## src/rtl/text_overlay_draw.sv

```systemverilog
// text_overlay_draw: rasterises a 32x8 character grid (8x16 glyphs) onto the
// VGA pixel stream. The grid address goes out on char_xy. The character ROM
// answers one clock later, and the font ROM answers one clock after that.
// Every timing signal is delayed by the same 4 clocks so it stays aligned
// with rgb_out.
// Optional build macro TEXT_BLINK_EN adds a frame-counted blink of the text.
module text_overlay_draw #(
   parameter logic [10:0] X_POS      = 11'd384,
   parameter logic [10:0] Y_POS      = 11'd320,
   parameter logic [11:0] TEXT_COLOR = 12'hFFF
`ifdef TEXT_BLINK_EN
   ,
   parameter logic [5:0]  BLINK_PERIOD = 6'd30
`endif
) (
   input  logic        clk,
   input  logic        rst,
   input  logic [10:0] hcount_in,
   input  logic [10:0] vcount_in,
   input  logic        hsync_in,
   input  logic        vsync_in,
   input  logic        hblnk_in,
   input  logic        vblnk_in,
   input  logic [11:0] rgb_in,
   output logic [7:0]  char_xy,
   input  logic [6:0]  char_code,
   output logic [10:0] char_line_addr,
   input  logic [7:0]  char_line_pixels,
   output logic [10:0] hcount_out,
   output logic [10:0] vcount_out,
   output logic        hsync_out,
   output logic        vsync_out,
   output logic        hblnk_out,
   output logic        vblnk_out,
   output logic [11:0] rgb_out
);

   // Timing and colour travel together through the pipeline as one bundle.
   typedef struct packed {
      logic [10:0] hcount;
      logic [10:0] vcount;
      logic        hsync;
      logic        vsync;
      logic        hblnk;
      logic        vblnk;
      logic [11:0] rgb;
   } meta_t;

   // The box bounds are computed 12 bits wide so a box near the right or
   // bottom edge clips instead of wrapping back to column or row 0.
   localparam logic [11:0] X_END = {1'b0, X_POS} + 12'd255;
   localparam logic [11:0] Y_END = {1'b0, Y_POS} + 12'd127;

   logic        in_box;
   logic        draw_en;
   logic [7:0]  rel_x;
   logic [6:0]  rel_y;
   logic        pix;
   meta_t       meta_in;

   meta_t       meta_d1, meta_d2, meta_d3;
   logic [2:0]  rel_x_d1, rel_x_d2, rel_x_d3;
   logic [3:0]  rel_y_d1, rel_y_d2;
   logic        in_box_d1, in_box_d2, in_box_d3;

   // Only the low bits of the offsets are used. Wrap-around subtraction on
   // those bits gives the same result as on the full 11-bit counters.
   assign rel_x  = hcount_in[7:0] - X_POS[7:0];
   assign rel_y  = vcount_in[6:0] - Y_POS[6:0];
   assign in_box = (hcount_in >= X_POS) && ({1'b0, hcount_in} <= X_END) &&
                   (vcount_in >= Y_POS) && ({1'b0, vcount_in} <= Y_END);

   assign meta_in = '{hcount: hcount_in, vcount: vcount_in,
                      hsync: hsync_in, vsync: vsync_in,
                      hblnk: hblnk_in, vblnk: vblnk_in, rgb: rgb_in};

`ifdef TEXT_BLINK_EN
   logic [5:0] frame_cnt;
   logic       vsync_prev;
   logic       visible;

   // Count frames on vsync rising edges and toggle visibility every
   // BLINK_PERIOD frames.
   always_ff @(posedge clk or posedge rst) begin
      if (rst) begin
         frame_cnt  <= 6'd0;
         vsync_prev <= 1'b0;
         visible    <= 1'b1;
      end else begin
         vsync_prev <= vsync_in;
         if (vsync_in && !vsync_prev) begin
            if (frame_cnt == BLINK_PERIOD - 6'd1) begin
               frame_cnt <= 6'd0;
               visible   <= ~visible;
            end else begin
               frame_cnt <= frame_cnt + 6'd1;
            end
         end
      end
   end

   assign draw_en = in_box && visible;
`else
   assign draw_en = in_box;
`endif

   // Stage 1: issue the grid address and capture offsets and timing.
   always_ff @(posedge clk or posedge rst) begin
      if (rst) begin
         char_xy   <= 8'd0;
         rel_x_d1  <= 3'd0;
         rel_y_d1  <= 4'd0;
         in_box_d1 <= 1'b0;
         meta_d1   <= '0;
      end else begin
         char_xy   <= {rel_x[7:3], rel_y[6:4]};
         rel_x_d1  <= rel_x[2:0];
         rel_y_d1  <= rel_y[3:0];
         in_box_d1 <= draw_en;
         meta_d1   <= meta_in;
      end
   end

   // Stages 2 and 3: carry the metadata while the two ROM reads complete.
   always_ff @(posedge clk or posedge rst) begin
      if (rst) begin
         rel_x_d2  <= 3'd0;
         rel_y_d2  <= 4'd0;
         in_box_d2 <= 1'b0;
         meta_d2   <= '0;
         rel_x_d3  <= 3'd0;
         in_box_d3 <= 1'b0;
         meta_d3   <= '0;
      end else begin
         rel_x_d2  <= rel_x_d1;
         rel_y_d2  <= rel_y_d1;
         in_box_d2 <= in_box_d1;
         meta_d2   <= meta_d1;
         rel_x_d3  <= rel_x_d2;
         in_box_d3 <= in_box_d2;
         meta_d3   <= meta_d2;
      end
   end

   assign char_line_addr = {char_code, rel_y_d2};

   // Bit 7 of the font row is the leftmost pixel of the glyph.
   assign pix = char_line_pixels[3'd7 - rel_x_d3];

   // Stage 4: composite the glyph pixel over the upstream colour.
   always_ff @(posedge clk or posedge rst) begin
      if (rst) begin
         hcount_out <= 11'd0;
         vcount_out <= 11'd0;
         hsync_out  <= 1'b0;
         vsync_out  <= 1'b0;
         hblnk_out  <= 1'b0;
         vblnk_out  <= 1'b0;
         rgb_out    <= 12'd0;
      end else begin
         hcount_out <= meta_d3.hcount;
         vcount_out <= meta_d3.vcount;
         hsync_out  <= meta_d3.hsync;
         vsync_out  <= meta_d3.vsync;
         hblnk_out  <= meta_d3.hblnk;
         vblnk_out  <= meta_d3.vblnk;
         rgb_out    <= (in_box_d3 && pix && !meta_d3.hblnk && !meta_d3.vblnk)
                       ? TEXT_COLOR : meta_d3.rgb;
      end
   end

endmodule

```

## config.mk

```make
export PLATFORM = sky130hd
export DESIGN_NAME = text_overlay_draw
export DESIGN_NICKNAME = d
export VERILOG_FILES = /design/src/rtl/text_overlay_draw.sv
export SDC_FILE = /design/constraint.sdc
export NUM_CORES = 1
export LEC_CHECK = 0
export ABC_AREA = 1
export BUFFER_PORTS_ARGS = -buffer_cell sky130_fd_sc_hd__buf_2
export CAP_MARGIN = 40
export CELL_PAD_IN_SITES_DETAIL_PLACEMENT = 0
export CELL_PAD_IN_SITES_GLOBAL_PLACEMENT = 1
export CORE_UTILIZATION = 30
export CTS_CLUSTER_DIAMETER = 60
export DETAILED_ROUTE_END_ITERATION = 10
export PLACE_DENSITY = 0.55
export SLEW_MARGIN = 20
export SYNTH_ARGS = -nofsm -noshare
export SYNTH_HDL_FRONTEND = slang
export SYNTH_SLANG_ARGS = --single-unit
export TNS_END_PERCENT = 30
```

## constraint.sdc

```tcl
create_clock -name clk -period 13.2 [get_ports clk]
set_input_delay 1.98 -clock clk [delete_from_list [all_inputs] [get_ports clk]]
set_output_delay 1.98 -clock clk [all_outputs]
set_load 0.01 [all_outputs]
```

==> impl_metrics.yaml <==
status:
  status: "completed"
setup_path:
  ff2ff_setup_slack_ps: 11930
  reg2reg_depth: 3
  startpoint_type: "primary input"
  startpoint: "char_code[5]"
  r2r-end: "rgb_out[2]$_DFF_PP0_"
  worst_setup_path_end_kind: "output port"
  cp.required_ps: 11220
  path_max_fanout: 1
  r2r_start: "meta_d3[13]$_DFF_PP0_"
  critical_path.endpoint: "char_line_addr[9]"
  path_depth: 0
  critical_path_arrival_ps: 1980
  path_class: "primary input to output port"
global_routing:
  antenna_found_initial: 0
  overflow: 0
  grt_pass1_vias: 1996
  track_usage_pct: 9.71
  grt_max_degree: 74
  grt_pass1_wl_um: 10100
sta:
  finClkSkew_ps: 5.41
  slew_violations: 0
  worst_pin_slew_ps: 638
  tns_ps: 0
  finalCritPeriodShare_pct: 30.0
  max_slew_margin_pct: 57.5
  setup_slack_ps: 9240
  max_freq_mhz: 253
  hold_viol: 0
  setup_viol: 0
  fin_crit_ps: 3960
  grt_setup_unrepaired: "no"
synthesis:
  netlist.area_leader.share_pct: 91.3
  yosysTopAreaCell: "dfrtp_1"
  synth.yosys.seq_area_share_pct: 91.3
  netlist_top_cells_area: "dfrtp_1, buf_4, nand2_1"
  synth-edff-count: 0
  synth_top_family_by_area: "buffers and inverters"
  ys.flop_type: "dfrtp_1"
  ys_top_cells_by_count: "dfrtp_1, nand2_1, inv_1, buf_4, nand3_1"
  syn_inst: 230
  yosysMostFrequentCell: "dfrtp_1"
  async_reset_ff_share_pct: 100
  syn-cell-area_sq_um: 4300
  synthSimpleGateAreaFrac_pct: 3.31
  synth_compound_area_share_pct: 0.291
  ys_warn_count: 0
  ys_seq_elements: 157
  syn_nets: 285
  synth_cell_type_count: 15
  syn_avg_cell_area_sq_um: 18.7
  synth_adder_area_share_pct: 0
  synthXorXnorAreaFrac_pct: 0.204
  synth.area.mux_share_pct: 0
clock_network:
  clock_sinks: 157
  cts_buffers: 17
  h-tree-depth: 4
  cts_hold_buf: 0
  cts_tree: "built"
  clockRootBuffer: "clkbuf_16"
  cts_buffer_depth: 2
  clk_latency_ps: 410
  post-cts-setup-buffers: 0
  clkTransAtPathRegs_ps: 60
  cts_resized: 0
min_path:
  hp-class: "flip-flop to flip-flop"
  hold_depth: 0
job:
  cap_violations: 0
power:
  cellPowerDensity_nw_per_um2: 190
  vdd.ir_drop.worst_mv: 0.0736
  p_total_mw: 1.05
  power_leakage_nw: 2.74
final_layout:
  n_antenna_cell: 0
  fin_cells: 521
  area_growth_pct: 28.9
  multi_input_area_sq_um: 164
  fin_nets: 385
  nFillCells: 1290
  regArea_sq_um: 3930
  drive_above_1_share_pct: 38.4
route:
  vias: 1934
  drc: 0
  drt_iter0_drc: 59
  drtPass1Iterations: 4
  drt.antenna.violating_nets: 0
  routed_wirelength_um: 6070
  vias_per_cell: 3.71
  wl_per_cell_um: 11.7
die:
  ios: 112
  dieArea_sq_um: 14800
  start_util_pct: 30.9
  die_y_um: 122
  placementRows: 43
  core_sq_um: 13900
  dieWidth_um: 122
place:
  gp_congestion: 0.642
  port_buffers: 97
  dp_hpwl_um: 3940
  pre_cts_ws_ps: 9240
  dp_cells: 491
[where the power goes]
part / switching (mW) / total [mW] / internal [mW]
clock: 0.178 / 0.508 / 0.330
sequential: 0.00660 / 0.512 / 0.505
combinational: 0.0209 / 0.0340 / 0.0131
total: 0.205 / 1.05 / 0.849
[cells by family (layout without fill, tap and decap cells)]
family / after synthesis / count (layout)
AOI/OAI and AO/OA: 2 / 2
xor gates and xnor gates: 1 / 1
buffers and inverters: 37 / 148
DFF: 157 / 157
and+or+nand+nor: 33 / 33
[metal layers]
metal,track usage (%),part of all wire (%),vias up
met5,0,0,-
met4,7.87,3.2,0
met3,4.31,5.5,12
met2,14.0,52,61
met1,11.1,40,981
li1,-,-,880
[registers in the layout, indices dropped and copies added (netlist names), 2 cells and up]
signal      cells
rel_x_d2        2
rel_y_d1        3
char_xy         2
rel_x_d3        2
meta_d3        36
hcount_out     11
rel_x_d1        2
vcount_out     11
rgb_out        12
meta_d2        33
rel_y_d2        3
meta_d1        33
[cell type report]
cell class,count,area share (%)
clock inverter,9,2.89
tap,180,4.06
sequential,157,70.8
clock buffer,21,8.48
timing repair buffer,99,9.39
inverter,19,1.38
multi-input combinational,36,2.96
[per-stage QoR]
step | hold WS, ps | utilization, % | area, sq um
after floorplan | 331 | - | 4300
after global placement | 331 | 35.1 | 4890
after detailed placement | 335 | 35.3 | 4910
after CTS | 342 | 39.8 | 5550
after global routing | 352 | 39.8 | 5550
final | 341 | 39.8 | 5550
[worst min path at each step]
stage | from | end
6_report | meta_d2[7]$_DFF_PP0_ | meta_d3[7]$_DFF_PP0_
5_1_grt | meta_d2[0]$_DFF_PP0_ | meta_d3[0]$_DFF_PP0_
4_1_cts | meta_d2[7]$_DFF_PP0_ | meta_d3[7]$_DFF_PP0_
3_5_place_dp | meta_d1[1]$_DFF_PP0_ | meta_d2[1]$_DFF_PP0_
3_3_place_gp | rel_y_d1[1]$_DFF_PP0_ | rel_y_d2[1]$_DFF_PP0_
2_1_floorplan | meta_d3[37]$_DFF_PP0_ | hcount_out[10]$_DFF_PP0_
[layout by cell type, fill, tap and decap left out, drive strengths merged]
master,netlist,layout
xor2,1,1
inv,19,20
nor2,1,1
nand4,1,1
bufinv,0,4
buf,18,99
clkbuf,0,21
clkinv,0,4
nor3,1,1
a21oi,1,1
nand2,24,24
o21a,1,1
nand3,5,5
nor3b,1,1
dfrtp,157,157
Power figures use the tool's default switching activity.
